`src/rtl/demux_lanes_param_cond.sv`:
```
// demux_lanes_param_cond: registered per-lane 1:M demux, slot from external select or per-lane round-robin pointer
module demux_lanes_param_cond #(
    parameter  int DATA_W = 8,
    parameter  int N_IN   = 2,
    parameter  int M      = 2,
    localparam int SEL_W  = $clog2(M)
) (
    input  logic                       clk_2f,
    input  logic                       reset,
    input  logic                       auto_mode,
    input  logic [SEL_W-1:0]           sel_in,
    input  logic [N_IN-1:0]            valid_in,
    input  logic [N_IN*DATA_W-1:0]     data_in,
    output logic [N_IN*M-1:0]          valid_out,
    output logic [N_IN*M*DATA_W-1:0]   data_out,
    output logic [N_IN*SEL_W-1:0]      ptr_out
);
    logic [N_IN-1:0][SEL_W-1:0]    r_ptr;
    logic [N_IN-1:0][SEL_W-1:0]    w_sel;
    logic [N_IN*M-1:0]             r_valid;
    logic [N_IN*M-1:0][DATA_W-1:0] r_data;
    always_comb begin
        for (int i = 0; i < N_IN; i++) w_sel[i] = auto_mode ? r_ptr[i] : sel_in;
    end
    always_ff @(posedge clk_2f) begin
        if (reset) begin
            r_ptr   <= '0;
            r_valid <= '0;
            r_data  <= '0;
        end else begin
            for (int i = 0; i < N_IN; i++) begin
                for (int k = 0; k < M; k++) r_valid[i*M+k] <= valid_in[i] && (w_sel[i] == SEL_W'(k));
                if (valid_in[i]) r_data[i*M+int'(w_sel[i])] <= data_in[i*DATA_W +: DATA_W];
                r_ptr[i] <= auto_mode ? r_ptr[i] + SEL_W'(valid_in[i]) : sel_in;
            end
        end
    end
    assign valid_out = r_valid;
    assign data_out  = r_data;
    assign ptr_out   = r_ptr;
endmodule

```
`config.mk`:
```
export PLATFORM = sky130hd
export DESIGN_NAME = demux_lanes_param_cond
export DESIGN_NICKNAME = d
export VERILOG_FILES = /design/src/rtl/demux_lanes_param_cond.sv
export SDC_FILE = /design/constraint.sdc
export NUM_CORES = 1
export LEC_CHECK = 0
export CAP_MARGIN = 10
export CORE_MARGIN = 4
export CORE_UTILIZATION = 30
export DETAILED_ROUTE_END_ITERATION = 8
export GPL_ROUTABILITY_DRIVEN = 0
export SYNTH_ARGS = -nofsm -noshare
export SYNTH_HDL_FRONTEND = slang
export SYNTH_SLANG_ARGS = --single-unit
```
`constraint.sdc`:
```
create_clock -name clk_2f -period 2.9 [get_ports clk_2f]
set_input_delay 0.58 -clock clk_2f [delete_from_list [all_inputs] [get_ports clk_2f]]
set_output_delay 0.58 -clock clk_2f [all_outputs]
set_load 0.02 [all_outputs]
```
# ---- After elaboration in Yosys (flattened, before gate mapping)
# Index checks and enable logic that the tools add are counted.
dict set report totals {
  ff_bits 38
  in_bits 22
  output_inout_bits 38
  elab_cells 35
}
dict set report op_classes {
  n_addsub 3
  magnitude_cmp 4
  n_mux 13
  bitwise 2
  reduce_logical 6
}
# cell n
set op_table {}
lappend op_table {{32-bit 2-to-1 mux} 3}
lappend op_table {{32-bit bitwise mux} 2}
lappend op_table {{8-bit demux with 2-bit select} 1}
lappend op_table {{8-bit 2-to-1 mux} 2}
lappend op_table {{8-bit demux with 1-bit select} 1}
lappend op_table {{1-bit logical AND} 6}
lappend op_table {{1-bit 2-to-1 mux} 4}
lappend op_table {{2-bit by 1-bit adder with 3-bit output (first input constant)} 1}
lappend op_table {{3-bit by 1-bit greater-or-equal comparator with 1-bit output (second input constant)} 1}
lappend op_table {{1-bit by 3-bit less-than comparator with 1-bit output (second input constant)} 1}
lappend op_table {{3-bit less-than comparator (second input constant)} 1}
lappend op_table {{1-bit adder} 2}
lappend op_table {{1-bit inverter} 2}
lappend op_table {{1-bit greater-or-equal comparator (second input constant)} 1}

# ---- Longest topological paths before layout
dict set report depth {
  word_depth 10
  ltp_mapped 4
  ltp_nobuf 3
}

# ---- Worst setup path before layout
# Ideal clock, no wire load.
dict set report synth_path {
  path_type {input-to-reg}
  start {input port auto_mode}
  end {register r_data, in the netlist data_out[0]}
  setup_time_ns 0.072
  arrival_time_ns 1.189
  required_ns 2.828
  slack_ns 1.639
  stages 4
  n_path_buf 1
  path_cell_list {mux2i_1 -> and2_1 -> buf_6 -> mux2i_1}
}
dict set report synth_via {
  elab_chain_cells 10
  elab_cells_between_ends 18
  classes_between {add/sub: 1; order compare: 4; mux: 11; reduce/logical: 2}
}
# element line
set synth_lines {}
lappend synth_lines {{start: declaration} 10} ;# input logic auto_mode,
lappend synth_lines {{1-bit 2-to-1 mux} 23} ;# for (int i = 0; i < N_IN; i++) w_sel[i] = auto_mode ? r_ptr[i] : sel_in;
lappend synth_lines {{1-bit by 3-bit less-than comparator with 1-bit output (implied by the code) / 1-bit greater-or-equal comparator (equally long branches)} 33} ;# if (valid_in[i]) r_data[i*M+int'(w_sel[i])] <= data_in[i*DATA_W +: DATA_W];
lappend synth_lines {{1-bit logical AND (implied by the code)} 33}
lappend synth_lines {{8-bit 2-to-1 mux (implied by the code)} 33}
lappend synth_lines {{8-bit demux with 1-bit select} 33}
lappend synth_lines {{32-bit bitwise mux} 33}
lappend synth_lines {{32-bit 2-to-1 mux} 33}
lappend synth_lines {{32-bit 2-to-1 mux} 26} ;# if (reset) begin
lappend synth_lines {{32-bit bitwise mux} 33}
lappend synth_lines {{32-bit 2-to-1 mux (*)} 33}
lappend synth_lines {{end signal: indexed assignment} 33}
lappend synth_lines {{end: declaration} 21} ;# logic [N_IN*M-1:0][DATA_W-1:0] r_data;
# Mark *: on every way between the ends. The rest lies on a longest branch, timed or not. The select of a mux whose other input is x is not followed.
# A chain may end at the register's enable or synchronous reset.

# ---- Final worst setup path
dict set report layout_path {
  start {input port auto_mode}
  end {register r_data, in the netlist data_out[8]}
}
# The elaborated chain is that of the path after synthesis.

==> impl_results.md <==
- Status: complete, no violations
- Clock buffer depth: 2
- Number of buffers inserted by hold repair at cts: 0
- Cell type contributing the most total cell area after synthesis: sky130_fd_sc_hd__dfxtp_1
- Port bufs: 59
- Routed via count divided by cell count: 4.250
- CP Class: primary input to flip-flop
- Syn nets: 164
- Final hold violation count: 0
- Worst Setup End Kind: flip-flop
- Transition time at the pin with the least slew margin: 0.5865 ns
- Leakage power: 0.9051 nW
- Number of flip-flops and latches in the synthesized netlist: 38
- # IOs: 60
- Combinational family with the most area after synthesis: simple AND/OR/NAND/NOR gates
- Chip width: 79.77 um
- Vertical die dimension: 79.77 um
- CP Max Fanout: 9
- Most numerous cell in the Yosys netlist: sky130_fd_sc_hd__nand2b_1
- Register-to-register path setup slack: 1.56 ns
- Setup repair after global routing missed its margin: no
- Length in cells of the worst reg-to-reg path: 3
- Number of flops mapped to enable cells by yosys: 0
- Violation count after the first detailed-route iteration: 35
- Cell chosen for the clock root: sky130_fd_sc_hd__clkbuf_8
- DP Cell Count: 260
- Sum Neg Setup Slack: 0 ns
- Overall power of the completed layout: 1.165 mW
- Total Nets Final: 222
- Footprint of the multi-input gates: 720.7 um^2
- Max-cap violations: 0
- Worst EP required: 3.11 ns
- Routed wire length per instance: 12.97 um
- Remaining max-slew budget at the tightest pin: 0.6090
- Total area of sequential cells: 760.7 um^2
- Cell count after synthesis: 142
- Final period utilization: 0.6735
- Share of synthesized area occupied by flip-flops and latches: 0.4923
- Cell types with the largest area share after synthesis: sky130_fd_sc_hd__dfxtp_1 49%, sky130_fd_sc_hd__mux2i_1 22%, sky130_fd_sc_hd__nand2b_1 20%
- Sink Count: 38
- Most frequent cells after synthesis: 50 x sky130_fd_sc_hd__nand2b_1, 38 x sky130_fd_sc_hd__dfxtp_1, 34 x sky130_fd_sc_hd__mux2i_1
- Final Max Tran Viols: 0
- Count of different cell masters after synthesis: 11
- Share of the synthesized area in the top cell type: 0.4923
- Mapped cell area: 0.001545 mm^2
- Hold slack final: 0.4755 ns
- Final routed wirelength across all metal layers: 3477 um
- Post-route insts no fill: 268
- Async S/R FF share, synth: 0
- Std-Cell Rows: 25
- Clock latency of the later-clocked register in the worst-skew pair: 0.29 ns
- Total number of yosys warnings: 0
- Clk pin slew, worst setup/hold paths: 0.07 ns
- Fraction of layout cells with a size suffix above 1: 0.04478
- Worst path setup slack after routing: 0.9468 ns
- Multiplexer share of the synthesized area: 0.2202
- Layout area overhead: 46.15%
- Worst-case setup slack after placement: 0.6004 ns
- Setup crit start: auto_mode
- Post-synth top flop: sky130_fd_sc_hd__dfxtp_1
- Detail Route Antenna Nets: 0
- # fillers: 461
- CTS tree: done
- Synth Area in Simple Gates: 0.2235
- Global-route wire length before repair: 5802 um
- Global routing usage summed across all routing layers: 0.1191
- CTS H-tree lvls: 2
- Power density over the cells: 516.0 mW/mm^2
- Effective utilization at floorplan: 0.3187
- Endpoint of the most critical setup path: data_out[8]
- Post-Synth XOR/XNOR Area: 0.01134
- TritonCTS buffer count: 5
- Compound-cell area share of the yosys netlist: 0.01134
- Critical Path Start Type: primary input
- Fmax: 512.0 MHz
- Die area: 0.006363 mm^2
- Number of diodes: 0
- Tightest Hold Check Type: flip-flop to flip-flop
- Avg Inst Size Synth: 10.88 um^2
- Drt first pass iters: 4
- Shortest period the worst path allows: 1.953 ns
- Worst-case vdd ir drop: 0.2074 mV
- Worst reg2reg endpoint: data_out[8]
- Global route total overflow: 0
- Total half-perimeter wirelength after legalization and detailed placement: 2535 um
- Vias in the first global route: 1200
- Drt drc: 0
- Count of buffers added by post-CTS timing repair for setup: 0
- Final setup fails: 0
- Via count of the routed design: 1139
- CP arrival: 2.16 ns
- Total core area: 0.004848 mm^2
- Pin count of the biggest net entering global routing: 54
- Adder-cell share of the synthesized area: 0
- Crit Reg-Reg Startpoint: ptr_out[0]
- Antenna violations before repair: 0
- Gates resized, CTS repair: 0
- Worst clock skew on the final layout: 0.008305 ns
-- how the worst min path moves through the flow --
stage           startpoint           to  cells past startpoint  slack (ns)
2_1_floorplan  data_out[0]  data_out[0]                      2        0.55
3_3_place_gp   data_out[2]  data_out[2]                      2        0.46
4_1_cts        data_out[5]  data_out[5]                      2        0.48
6_report       data_out[2]  data_out[2]                      2        0.48
3_5_place_dp   data_out[3]  data_out[3]                      2        0.46
5_1_grt        data_out[5]  data_out[5]                      2        0.51
-- routing by layer --
| layer | GRT usage | wire length [um] | vias to the layer above |
|---|---|---|---|
| met1 | 0.1405 | 1514 | 520 |
| met3 | 0.04063 | 239 | 6 |
| met5 | 0 | 0 | - |
| met2 | 0.1912 | 1659 | 40 |
| met4 | 0.06081 | 64 | 0 |
| li1 | - | - | 573 |
-- sequential cells by signal, indices dropped and copies added (netlist names) --
register,count
valid_out,4
ptr_out,2
data_out,32
-- critical path, cell delays in order --
cell and delay (ns):
sky130_fd_sc_hd__clkdlybuf4s50_1 0.57, sky130_fd_sc_hd__mux2i_1 0.24, sky130_fd_sc_hd__nand2b_1 0.51, sky130_fd_sc_hd__mux2i_1 0.27
-- power by group --
| part | switching (mW) | internal [mW] |
|---|---|---|
| Clock | 0.183 | 0.191 |
| Combinational | 0.100 | 0.120 |
| Sequential | 0.0175 | 0.554 |
| Total | 0.301 | 0.864 |
-- cell type report --
| cell class | instances | area share |
|---|---|---|
| sequential | 38 | 0.3368 |
| multi-input combinational | 95 | 0.3191 |
| timing repair buffer | 60 | 0.2648 |
| tap | 67 | 0.03712 |
| clock buffer | 6 | 0.03657 |
| clock inverter | 2 | 0.005540 |
-- layout by cell type (no fill, tap or decap), drive strengths merged --
| cell type | Yosys | routed |
|---|---|---|
| a21oi | 2 | 2 |
| and2 | 2 | 2 |
| buf | 4 | 1 |
| clkbuf | 5 | 6 |
| clkdlybuf4s50 | 0 | 59 |
| clkinv | 0 | 1 |
| clkinvlp | 0 | 1 |
| dfxtp | 38 | 38 |
| mux2i | 34 | 34 |
| nand2b | 50 | 50 |
| nor2 | 2 | 2 |
| nor2b | 2 | 2 |
| o21bai | 1 | 1 |
| xnor2 | 2 | 2 |
-- per-stage QoR --
step / util / cell area, um^2
finish: 0.4658 / 2258
global placement: 0.4462 / 2163
detailed placement: 0.4462 / 2163
floorplan: - / 1545
CTS: 0.4658 / 2258
global route: 0.4658 / 2258
-- cells by family after synthesis --
family          count (synthesis)
buf+inv                         9
simple gates                   56
mux                            34
flops                          38
compound gates                  3
xor+xnor                        2
No activity file was read; power rests on OpenSTA's default activity.
